File: src/rtl/cdb_pkg.sv
// Shared types and constants for the common-data-bus arbiter.
package cdb_pkg;

  localparam int CDB_TAG_W  = 4;
  localparam int CDB_DATA_W = 32;

  typedef struct packed {
    logic [CDB_TAG_W-1:0]  tag;
    logic [CDB_DATA_W-1:0] data;
  } cdb_entry_t;

  typedef enum logic {
    GNT_ADD = 1'b0,
    GNT_MUL = 1'b1
  } grant_e;

endpackage

File: src/rtl/cdb_fifo.sv
// Per-FU result FIFO; DEPTH must be a power of two so the pointers wrap naturally.
module cdb_fifo #(
  parameter int DEPTH = 2,
  parameter int W     = 36
) (
  input  logic                       clk,
  input  logic                       reset,
  input  logic                       push,
  input  logic [W-1:0]               push_data,
  input  logic                       pop,
  output logic [W-1:0]               head,
  output logic                       full,
  output logic                       empty,
  output logic [$clog2(DEPTH):0]     count
);

  localparam int AW = $clog2(DEPTH);
  localparam int CW = AW + 1;

  logic [W-1:0]  mem [DEPTH];
  logic [AW-1:0] wr_ptr;
  logic [AW-1:0] rd_ptr;
  logic [CW-1:0] cnt;
  logic          do_push;
  logic          do_pop;

  assign full    = (cnt == CW'(DEPTH));
  assign empty   = (cnt == '0);
  assign count   = cnt;
  assign head    = mem[rd_ptr];
  assign do_push = push && !full;
  assign do_pop  = pop && !empty;

  always_ff @(posedge clk) begin
    if (do_push) begin
      mem[wr_ptr] <= push_data;
    end
  end

  // Simultaneous push and pop leaves the occupancy unchanged.
  always_ff @(posedge clk) begin
    if (reset) begin
      wr_ptr <= '0;
      rd_ptr <= '0;
      cnt    <= '0;
    end else begin
      if (do_push) wr_ptr <= wr_ptr + AW'(1);
      if (do_pop)  rd_ptr <= rd_ptr + AW'(1);
      unique case ({do_push, do_pop})
        2'b10:   cnt <= cnt + CW'(1);
        2'b01:   cnt <= cnt - CW'(1);
        default: cnt <= cnt;
      endcase
    end
  end

endmodule

File: src/rtl/cdb_arbiter.sv
// Two-FU common-data-bus arbiter: round-robin by default, fixed mul priority
// when CDB_MUL_PRIORITY_EN is defined.
module cdb_arbiter
  import cdb_pkg::*;
#(
  parameter int DEPTH  = 2,
  parameter int TAG_W  = CDB_TAG_W,
  parameter int DATA_W = CDB_DATA_W
) (
  input  logic                     clk,
  input  logic                     reset,
  input  logic                     add_valid,
  input  logic [TAG_W-1:0]         add_tag,
  input  logic [DATA_W-1:0]        add_data,
  output logic                     add_ready,
  input  logic                     mul_valid,
  input  logic [TAG_W-1:0]         mul_tag,
  input  logic [DATA_W-1:0]        mul_data,
  output logic                     mul_ready,
  output logic                     cdb_valid,
  output logic [TAG_W-1:0]         cdb_tag,
  output logic [DATA_W-1:0]        cdb_data,
  output logic [$clog2(DEPTH):0]   add_count,
  output logic [$clog2(DEPTH):0]   mul_count
);

  localparam int EW = TAG_W + DATA_W;

  logic [EW-1:0] add_head;
  logic [EW-1:0] mul_head;
  logic          add_full;
  logic          add_empty;
  logic          mul_full;
  logic          mul_empty;
  logic          add_push;
  logic          mul_push;
  logic          add_pop;
  logic          mul_pop;
  logic          grant_any;
  grant_e        grant;
  grant_e        last_grant;

  // Ready ignores any same-cycle pop so a full FIFO never accepts.
  assign add_ready = !add_full && !reset;
  assign mul_ready = !mul_full && !reset;
  assign add_push  = add_valid && add_ready;
  assign mul_push  = mul_valid && mul_ready;

  cdb_fifo #(.DEPTH(DEPTH), .W(EW)) u_add_fifo (
    .clk       (clk),
    .reset     (reset),
    .push      (add_push),
    .push_data ({add_tag, add_data}),
    .pop       (add_pop),
    .head      (add_head),
    .full      (add_full),
    .empty     (add_empty),
    .count     (add_count)
  );

  cdb_fifo #(.DEPTH(DEPTH), .W(EW)) u_mul_fifo (
    .clk       (clk),
    .reset     (reset),
    .push      (mul_push),
    .push_data ({mul_tag, mul_data}),
    .pop       (mul_pop),
    .head      (mul_head),
    .full      (mul_full),
    .empty     (mul_empty),
    .count     (mul_count)
  );

  always_comb begin
    grant_any = !add_empty || !mul_empty;
    grant     = GNT_ADD;
`ifdef CDB_MUL_PRIORITY_EN
    if (!mul_empty) grant = GNT_MUL;
`else
    if (!add_empty && !mul_empty) begin
      grant = (last_grant == GNT_MUL) ? GNT_ADD : GNT_MUL;
    end else if (add_empty) begin
      grant = GNT_MUL;
    end
`endif
    add_pop = grant_any && (grant == GNT_ADD) && !reset;
    mul_pop = grant_any && (grant == GNT_MUL) && !reset;
  end

  // The bus keeps its last tag/data on idle cycles; only cdb_valid drops.
  always_ff @(posedge clk) begin
    if (reset) begin
      cdb_valid  <= 1'b0;
      cdb_tag    <= '0;
      cdb_data   <= '0;
      last_grant <= GNT_MUL;
    end else begin
      cdb_valid <= grant_any;
      if (grant_any) begin
        last_grant <= grant;
        {cdb_tag, cdb_data} <= (grant == GNT_ADD) ? add_head : mul_head;
      end
    end
  end

endmodule

File: config.mk
export PLATFORM = sky130hd
export DESIGN_NAME = cdb_arbiter
export DESIGN_NICKNAME = d
export VERILOG_FILES = /design/src/rtl/cdb_pkg.sv /design/src/rtl/cdb_fifo.sv /design/src/rtl/cdb_arbiter.sv
export SDC_FILE = /design/constraint.sdc
export NUM_CORES = 1
export LEC_CHECK = 0
export BUFFER_PORTS_ARGS = -buffer_cell sky130_fd_sc_hd__buf_2
export CAP_MARGIN = 20
export CORE_MARGIN = 4
export CORE_UTILIZATION = 50
export CTS_CLUSTER_SIZE = 20
export DETAILED_ROUTE_END_ITERATION = 12
export GPL_TIMING_DRIVEN = 0
export HOLD_SLACK_MARGIN = 0.06
export PLACE_DENSITY_LB_ADDON = 0.15
export SYNTH_ARGS = -nofsm -noshare
export SYNTH_HDL_FRONTEND = slang
export SYNTH_HIERARCHICAL = 1
export SYNTH_SLANG_ARGS = --single-unit
File: constraint.sdc
create_clock -name clk -period 2.3 [get_ports clk]
set_clock_uncertainty 0.05 [all_clocks]
set_input_delay 0.345 -clock clk [delete_from_list [all_inputs] [get_ports clk]]
set_output_delay 0.345 -clock clk [all_outputs]
set_load 0.1 [all_outputs]
Word level (Yosys, flattened, before mapping)
Memories as Yosys holds them, arrays and structs flattened. A register that Yosys moved wholly into a read port is not among the register bits.
Cells that the tools add are included.
{"block": "op_classes", "n_mux": 14, "magnitude_cmp": 0, "n_shift": 0, "n_eq_ne": 6, "n_bitwise": 1, "n_addsub": 8, "n_reduce_logical": 23, "n_div": 0, "n_mul": 0}
{"op": "36-bit two-way mux", "n": 1}
{"op": "1-bit logical AND", "n": 13}
{"op": "1-bit two-way mux", "n": 11}
{"op": "2-bit == test, second input constant", "n": 4}
{"op": "2-bit case mux with 2 select lines", "n": 2}
{"op": "1-bit logical NOT", "n": 5}
{"op": "1-bit adder, second input constant", "n": 4}
{"op": "2-bit by 1-bit adder with 2-bit output, second input constant", "n": 2}
{"op": "2-bit by 1-bit == test with 1-bit output, second input constant", "n": 2}
{"op": "2-bit logical NOT", "n": 2}
{"op": "2-bit nonzero test", "n": 2}
{"op": "2-bit by 1-bit subtractor with 2-bit output, second input constant", "n": 2}
{"op": "1-bit logical OR", "n": 1}
{"op": "1-bit inverter", "n": 1}
{"block": "totals", "memories": 2, "out_inout_bits": 43, "wordCells": 64, "latchBits": 0, "ff_bits": 46, "mem_bits_rw": 144, "romBits": 0, "inputBits": 76}
{"memory": "u_add_fifo.mem", "words": 2, "word_bits": 36, "rd": 1, "rd_ports_with_merged_regs": 1, "write_ports": 1, "line_no": "cdb_fifo.sv:20", "rtl": "logic [W-1:0] mem [DEPTH];"}
{"memory": "u_mul_fifo.mem", "words": 2, "word_bits": 36, "rd": 1, "rd_ports_with_merged_regs": 1, "write_ports": 1, "line_no": "cdb_fifo.sv:20"}

Longest topological paths before layout
Gate-level depths: netlist of run 1.
{"block": "logic_depth", "ltp_word": 10, "ltp_mapped": 9, "mapped_depth_nobuf": 9}

Hierarchy
The synthesis of run 1 kept the hierarchy.
{"mod": "cdb_fifo", "area_each_um2": 2811.4, "cells_per_inst": 138, "instances": 2}
{"mod": "cdb_arbiter", "area_each_um2": 1530.2, "cells_per_inst": 133, "instances": 1}

Worst setup path after synthesis of run 1
OpenSTA, ideal clock, no wires.
{"block": "synth_timing", "path_kind": "reg-to-reg", "from": "reg u_add_fifo.cnt[0], in the netlist u_add_fifo/count[0]", "to": "mem u_add_fifo.mem[0][0] (enable)", "slack_ns": -2.215, "path_buffers": 0, "path_stages_with_launch": 8, "arrival_time_ns": 4.074, "cell_sequence": "dfxtp_1 > nand2b_2 > inv_2 > nor2_1 > and2_1 > inv_1 > or3_1 > inv_1"}
{"block": "synth_between", "elab_chain_len": 7}
{"item": "start: declaration", "line_no": "cdb_fifo.sv:23", "rtl": "logic [CW-1:0] cnt;"}
{"item": "start signal: assignment", "line_no": "cdb_fifo.sv:50", "rtl": "2'b10: cnt <= cnt + CW'(1);"}
{"item": "start signal: assignment", "line_no": "cdb_fifo.sv:51", "rtl": "2'b01: cnt <= cnt - CW'(1);"}
{"item": "start signal: assignment", "line_no": "cdb_fifo.sv:52", "rtl": "default: cnt <= cnt;"}
{"item": "2-bit == test", "line_no": "cdb_fifo.sv:27", "rtl": "assign full = (cnt == CW'(DEPTH));"}
{"item": "net add_full", "line_no": "cdb_arbiter.sv:31", "rtl": "logic add_full;"}
{"item": "1-bit logical NOT", "line_no": "cdb_arbiter.sv:44", "rtl": "assign add_ready = !add_full && !reset;"}
{"item": "1-bit logical AND", "line_no": "cdb_arbiter.sv:44"}
{"item": "net add_ready", "line_no": "cdb_arbiter.sv:15", "rtl": "output logic add_ready,"}
{"item": "1-bit logical AND", "line_no": "cdb_arbiter.sv:46", "rtl": "assign add_push = add_valid && add_ready;"}
{"item": "net add_push", "line_no": "cdb_arbiter.sv:35", "rtl": "logic add_push;"}
{"item": "1-bit logical AND", "line_no": "cdb_fifo.sv:31", "rtl": "assign do_push = push && !full;"}
{"item": "1-bit two-way mux", "line_no": "cdb_fifo.sv:35", "rtl": "if (do_push) begin"}
{"item": "1-bit two-way mux (not written as such)", "line_no": "cdb_fifo.sv:36", "rtl": "mem[wr_ptr] <= push_data;"}
{"item": "end: declaration", "line_no": "cdb_fifo.sv:20"}
The timed path passes the listed nets, and every way through them passes these cells.

Worst setup path in the final report of run 1
{"block": "layout_timing", "from": "reg u_add_fifo.cnt[1], in the netlist u_add_fifo/count[1]", "to": "reg u_mul_fifo.cnt[1], in the netlist u_mul_fifo/count[1]"}
{"block": "layout_between", "elab_chain_len": 9, "word_cells_on_any_way": 13, "cone_classes": "eq/ne: 2; mux: 3; reduce/logical: 8"}
{"item": "2-bit logical NOT *", "line_no": "cdb_fifo.sv:28", "rtl": "assign empty = (cnt == '0);"}
{"item": "net add_empty", "line_no": "cdb_arbiter.sv:32", "rtl": "logic add_empty;"}
{"item": "1-bit logical NOT", "line_no": "cdb_arbiter.sv:74, cdb_arbiter.sv:79"}
{"item": "1-bit logical AND", "line_no": "cdb_arbiter.sv:79", "rtl": "if (!add_empty && !mul_empty) begin"}
{"item": "1-bit two-way mux", "line_no": "cdb_arbiter.sv:79"}
{"item": "1-bit logical AND * (2 in series)", "line_no": "cdb_arbiter.sv:86", "rtl": "mul_pop = grant_any && (grant == GNT_MUL) && !reset;"}
{"item": "net mul_pop", "line_no": "cdb_arbiter.sv:38", "rtl": "logic mul_pop;"}
{"item": "1-bit logical AND *", "line_no": "cdb_fifo.sv:32", "rtl": "assign do_pop = pop && !empty;"}
{"item": "net u_mul_fifo.do_pop", "line_no": "cdb_fifo.sv:25", "rtl": "logic do_pop;"}
{"item": "2-bit by 1-bit == test with 1-bit output / 2-bit == test (equally long branches)", "line_no": "cdb_fifo.sv:49", "rtl": "unique case ({do_push, do_pop})"}
{"item": "2-bit case mux with 2 select lines / 2-bit nonzero test (equally long branches)"}
{"item": "end signal: assignment", "line_no": "cdb_fifo.sv:50"}
{"item": "end signal: assignment", "line_no": "cdb_fifo.sv:51"}
{"item": "end signal: assignment", "line_no": "cdb_fifo.sv:52"}
{"item": "end: declaration", "line_no": "cdb_fifo.sv:23"}
The timed path passes the listed nets; every way through them passes the cells marked *.
A chain may end at the register's enable or synchronous reset.

==> results of run 1 <==
## power groups by stage
| stage | registers, mW | logic [mW] | clock network, mW |
|---|---|---|---|
| CTS | 4.09 | 1.87 | 3.17 |
| floorplan | 5.07 | 0.466 | 0 |
| global route | 4.11 | 1.95 | 3.32 |
| finish | 4.09 | 1.87 | 3.11 |
| detailed placement | 4.15 | 1.77 | 0 |
| global placement | 4.14 | 1.74 | 0 |
## metrics by stage
stage | utilization | power, mW | hold slack (ns) | setup slack (ns) | cells
final | 0.673 | 9.06 | 0.0784 | 0.0796 | 805
after CTS | 0.671 | 9.12 | 0.0602 | 0.00729 | 803
after global routing | 0.673 | 9.38 | 0.0622 | 0.0209 | 805
after detailed placement | 0.579 | 5.92 | 0.441 | -0.437 | 707
after global placement | 0.579 | 5.89 | 0.422 | -0.334 | 707
after floorplan | - | 5.54 | 0.354 | -0.454 | 409
## logic make-up after synthesis
family          Yosys count
fa+ha+maj                 2
compound gates           48
xor+xnor                  6
buf+inv                  25
flops                   192
simple gates             64
mux                      72
## sequential cells by signal, indices dropped and copies added (netlist names), named ones only
signal	flops
u_mul_fifo/wr_ptr	1
u_mul_fifo/rd_ptr	1
u_add_fifo/wr_ptr	1
u_mul_fifo/count	2
u_mul_fifo/mem	72
u_add_fifo/count	2
cdb_tag	4
cdb_data	32
u_add_fifo/mem	72
u_add_fifo/rd_ptr	1
last_grant	1
cdb_valid	1
## area by class of cell
class,count,area share
Inverter,6,0.00374
Sequential cell,192,0.565
Clock inverter,10,0.0167
Clock buffer,22,0.0517
Tap cell,180,0.0240
Buffer,19,0.0140
Multi-Input combinational cell,192,0.192
Timing Repair inverter,2,0.00160
Timing Repair Buffer,182,0.131
## cells in the final DEF, fill, tap and decap left out, drive strengths merged
master,instances
edfxtp,144
buf,138
mux2,72
dlygate4sd3,62
dfxtp,48
and2,38
a221o,36
clkbuf,23
nor2,11
clkinv,6
a21oi,5
bufinv,4
clkinvlp,4
xnor2,4
o21ai,4
inv,4
or3,4
nor3,2
nor2b,2
o21a,2
nand2b,2
nand2,2
xor2,2
ha,2
and3,2
and3b,1
o21bai,1
## repair_timing
item	4_1_cts	5_1_grt
cloned	1	1
hold buffers	61	1
endpoints found under the hold margin	121	2
setup endpoints to repair	42	37
gates resized for setup	4	3
setup buffers	2	0
pin swaps	2	0
## per-layer routing
metal | part of all wire | up-vias | global-route usage
li1 | - | 1988 | -
met1 | 0.43 | 2116 | 0.241
met5 | 0 | - | 0
met3 | 0.053 | 9 | 0.0452
met4 | 0.0071 | 0 | 0.0593
met2 | 0.51 | 111 | 0.337
## path summary, 6_finish.rpt
kind,startpoint,end,slack [ns],cells past startpoint
max,u_add_fifo/count[1]$_SDFFE_PP0P_,u_mul_fifo/count[1]$_SDFFE_PP0P_,0.08,8
min,add_data[5],u_add_fifo/mem[0][5]$_DFFE_PP_,0.08,1
max reg2reg,u_add_fifo/count[1]$_SDFFE_PP0P_,u_mul_fifo/count[1]$_SDFFE_PP0P_,0.08,8
min reg2reg,u_mul_fifo/wr_ptr$_SDFFE_PP0P_,u_mul_fifo/wr_ptr$_SDFFE_PP0P_,0.45,2
==> flow_summary.ini, run 1 <==
[outcome]
status = completed

[global_routing]
track_usage = 0.194
grt_pass1_vias = 4578
grt_pass1_wl_mm = 23.7
grt_max_degree = 37
grt_overflow = 0
antenna_found_initial = 0

[setup_path]
cp_num_buf_inv = 1
slowest_delay_ns = 0.37
critPathLaunchType = flop
worst-path-max-fanout = 10
worstPathCellList = nor2_2 -> nor2b_1 -> nor3_4 -> buf_4 -> o21a_1 -> ha_4 -> or3_1 -> a21oi_1
required_ns = 2.60
cp_slowest_cell = dfxtp_4
worstSetupEndpointType = flop
crit_arrival_ns = 2.52
worst-setup-path-type = flop to flop
critPathTopFamily = simple AND/OR/NAND/NOR gates

[power]
switching_power_mw = 2.67
power_density_nw_per_um2 = 967
ir_drop_mv = 0.520
seqPwrFrac = 0.451
clock_power_share = 0.343
p_leak_nw = 3.55
intPower_mw = 6.39
combPwrFrac = 0.206
swShare = 0.295

[logic_synthesis]
synthArstFlopShare = 0
synth_seq_area_share = 0.739
synth_edf_count = 144
synthXorXnorAreaFrac = 0.00735
synth_area_leaders = edfxtp_1 (60%), dfxtp_1 (13%), mux2_2 (6.6%)
synthMostInstantiatedCell = edfxtp_1
syn_area_per_cell_um2 = 17.5
synth_compound_area_frac = 0.0598
synthAdderAreaFrac = 0.00350
synthFlopType = edfxtp_1
synth_top_area_share = 0.605
synth_mux_area_frac = 0.113
synth.largest_area_cell = edfxtp_1
synth_seq_cells = 192
synth_cell_type_count = 27
yosys-top-cells-count = edfxtp_1 (144), dfxtp_1 (48), mux2_2 (42)
synth_top_family_by_area = multiplexers
synthSimpleGateAreaFrac = 0.0563
yosys_warnings = 6
netlist_area_um2 = 7150
netlist_instances = 409
syn_nets = 487

[sta]
tns_ns = 0
slew_violations = 0
fin_crit_sh = 0.965
hold_viol = 0
report.final.setup_viol = 0
rsz0062_at_grt = no
worst_slew_margin_rel = 0.329
worst_slew_pin_slew_ns = 1.01
fmax_ghz = 0.450
finalCriticalPeriod_ns = 2.22

[floorplanning]
initial_core_util = 0.513
io_pins = 119
rows = 43
die_h_um = 128
die_x_um = 128
die_area_um2 = 16300
core_region_area_um2 = 13900

[detailed_routing]
drt-wirelength-per-cell_um = 19.0
via_per_inst = 5.25
ant_nets = 0
wirelength_mm = 15.3
drc_errors = 0
drt_iter0_drc = 247
vias = 4224
firstDrtPassIters = 4

[job]
maxCapViolCount = 0

[layout]
final_cell_area_um2 = 9370
nFillCells = 975
nets = 690
ff_latch_area_um2 = 5300
diodes = 0
multi_input_area_um2 = 1800
syn2layout_area_growth_pct = 31.0
drive_above_1_share = 0.392

[placed_design]
hpwl_mm = 9.19
io_buffer_count = 118
place.gp.congestion = 0.709
place_area_um2 = 8070

[cts]
cts_tree = yes
numClockSinks = 192
worstSkewPairLatency_ns = 0.42
cts-root-buf = clkbuf_16
cts_buffer_depth = 2
cts_buffers = 17
h-tree-depth = 4
clkSlewWorstSetupHoldPaths_ns = 0.06

[hold_path]
hold_class = input pin to flop
Note: power is estimated with default switching activity, not from simulation.
==> inputs of run 2 (changes only) <==
==> constraint.sdc (replaced) <==
create_clock -name clk -period 2.3 [get_ports clk]
set_clock_uncertainty 0.05 [all_clocks]
set_input_delay 0.115 -clock clk [delete_from_list [all_inputs] [get_ports clk]]
set_output_delay 0.115 -clock clk [all_outputs]
set_load 0.1 [all_outputs]
==> run 2 against run 1 <==
  * Via count is 1.7% higher
  * Combinational power is essentially flat
  * Register-to-register slack is essentially flat
  * Core utilization increased by 0.86 points
  * Worst hold slack better by 0.076 ns
  * Final cell count up 1.5%
  * Sequential power hardly changed
  * Flip-flop and latch count stayed put
  * Final area is 1.3% higher
  * Die area did not move
  * Routed wire length is 0.76% higher
  * Global-route usage rose by 0.30 points
==> flow_summary.ini, run 2 (synthesis results as in run 1) <==
[floorplanning]
initial_core_util = 0.513
die_area_um2 = 16300
core_region_area_um2 = 13900
io_pins = 119
die_h_um = 128
die_x_um = 128
rows = 43

[power]
intPower_mw = 6.40
power_density_nw_per_um2 = 957
clock_power_share = 0.343
p_leak_nw = 3.60
swShare = 0.295
combPwrFrac = 0.207
ir_drop_mv = 0.520
switching_power_mw = 2.68
seqPwrFrac = 0.450

[cts]
clkSlewWorstSetupHoldPaths_ns = 0.06
numClockSinks = 192
cts_tree = yes
cts_buffers = 17
worstSkewPairLatency_ns = 0.42
cts-root-buf = clkbuf_16
cts_buffer_depth = 2
h-tree-depth = 4

[sta]
fin_crit_sh = 0.971
rsz0062_at_grt = no
tns_ns = 0
fmax_ghz = 0.448
report.final.setup_viol = 0
slew_violations = 0
worst_slew_pin_slew_ns = 1.01
hold_viol = 0
finalCriticalPeriod_ns = 2.23
worst_slew_margin_rel = 0.327

[setup_path]
worst-path-max-fanout = 10
critPathTopFamily = simple AND/OR/NAND/NOR gates
worst-setup-path-type = flop to flop
reg2reg_from = u_add_fifo/count[1]$_SDFFE_PP0P_
slowest_delay_ns = 0.37
cp_slowest_cell = dfxtp_4
crit_arrival_ns = 2.53
cp_num_buf_inv = 1
worstPathCellList = nor2_2 -> nor2b_1 -> nor3_4 -> buf_4 -> o21a_1 -> ha_4 -> or3_1 -> a21oi_1
critPathLaunchType = flop
crit_path_start = u_add_fifo/count[1]$_SDFFE_PP0P_
required_ns = 2.59
worstSetupEndpointType = flop

[global_routing]
grt_overflow = 0
grt_pass1_wl_mm = 24.2
grt_pass1_vias = 4679
antenna_found_initial = 0
grt_max_degree = 37
track_usage = 0.197

[layout]
diodes = 0
layout_commonest_cell = edfxtp_1
nets = 702
final_cell_mix = edfxtp_1 (144), buf_2 (130), dlygate4sd3_1 (74)
utilization = 0.681
drive_above_1_share = 0.385
top_regs = u_add_fifo/mem: 72 flops, u_mul_fifo/mem: 72 flops, cdb_data: 32 flops
syn2layout_area_growth_pct = 32.7

[hold_path]
hold_class = input pin to flop
holdCritStartpoint = mul_valid

[detailed_routing]
drt-wirelength-per-cell_um = 18.9
via_per_inst = 5.26
ant_nets = 0
drc_errors = 0
drt_iter0_drc = 259
firstDrtPassIters = 4
wirelength_mm = 15.4
vias = 4295

[placed_design]
io_buffer_count = 118
place.gp.congestion = 0.709
hpwl_mm = 9.19

[outcome]
status = completed

[job]
maxCapViolCount = 0
==> run 2: metrics by stage <==
step | area (µm²) | std cells | power, mW | setup WS, ns | hold slack, ns
2_1_floorplan | 7250 | 409 | 5.54 | -0.454 | 0.124
6_report | 9490 | 817 | 9.09 | 0.0667 | 0.154
3_3_place_gp | 8070 | 707 | 5.89 | -0.334 | 0.252
5_1_grt | 9490 | 817 | 9.40 | 0.0169 | 0.182
3_5_place_dp | 8070 | 707 | 5.92 | -0.437 | 0.256
4_1_cts | 9480 | 816 | 9.14 | 0.00735 | 0.137
==> run 2: worst paths after layout <==
path	to	slack [ns]	depth (start not counted)
worst max-delay path	u_mul_fifo/count[1]$_SDFFE_PP0P_	0.07	8
worst min-delay path	u_mul_fifo/wr_ptr$_SDFFE_PP0P_	0.15	5
worst max register to register	u_mul_fifo/count[1]$_SDFFE_PP0P_	0.07	8
worst min register to register	u_mul_fifo/wr_ptr$_SDFFE_PP0P_	0.45	2
==> run 2: routing by layer <==
layer / global-route usage / part of all wire / up-vias
met4: 0.0599 / 0.012 / 0
met5: 0 / 0 / -
met3: 0.0431 / 0.053 / 18
met1: 0.243 / 0.43 / 2150
met2: 0.347 / 0.51 / 112
li1: - / - / 2015
==> run 2: tightest hold or removal path: cells and delay by family <==
kind | cells | cell delay, ns
AO/OA/AOI/OAI | 2 | 0.20
buffers and inverters | 2 | 0.11
AND/OR/NAND/NOR | 1 | 0.14
==> run 2: area by class of cell <==
cell class,count,area (µm²)
Clock inverter,10,156
Timing Repair Buffer,194,1350
Tap cell,180,225
Clock buffer,22,484
Sequential cell,192,5300
Buffer,19,131
Fill cell,963,4440
Multi-Input combinational cell,192,1800
Inverter,6,35.0
Timing Repair inverter,2,15.0
==> run 2: power groups by stage <==
stage	registers (mW)	clock network, mW	logic [mW]
floorplan	5.07	0	0.466
global placement	4.14	0	1.74
detailed placement	4.15	0	1.77
CTS	4.09	3.17	1.89
global route	4.11	3.32	1.97
finish	4.09	3.12	1.88
==> run 2: what timing repair did <==
action / CTS / global route
hold buffers: 74 / 0
hold endpoints to repair: 154 / 0
resized for setup: 4 / 3
endpoints found under the setup margin: 42 / 37
buffers inserted: 2 / 0
pin swaps: 2 / 0
gates cloned: 1 / 1
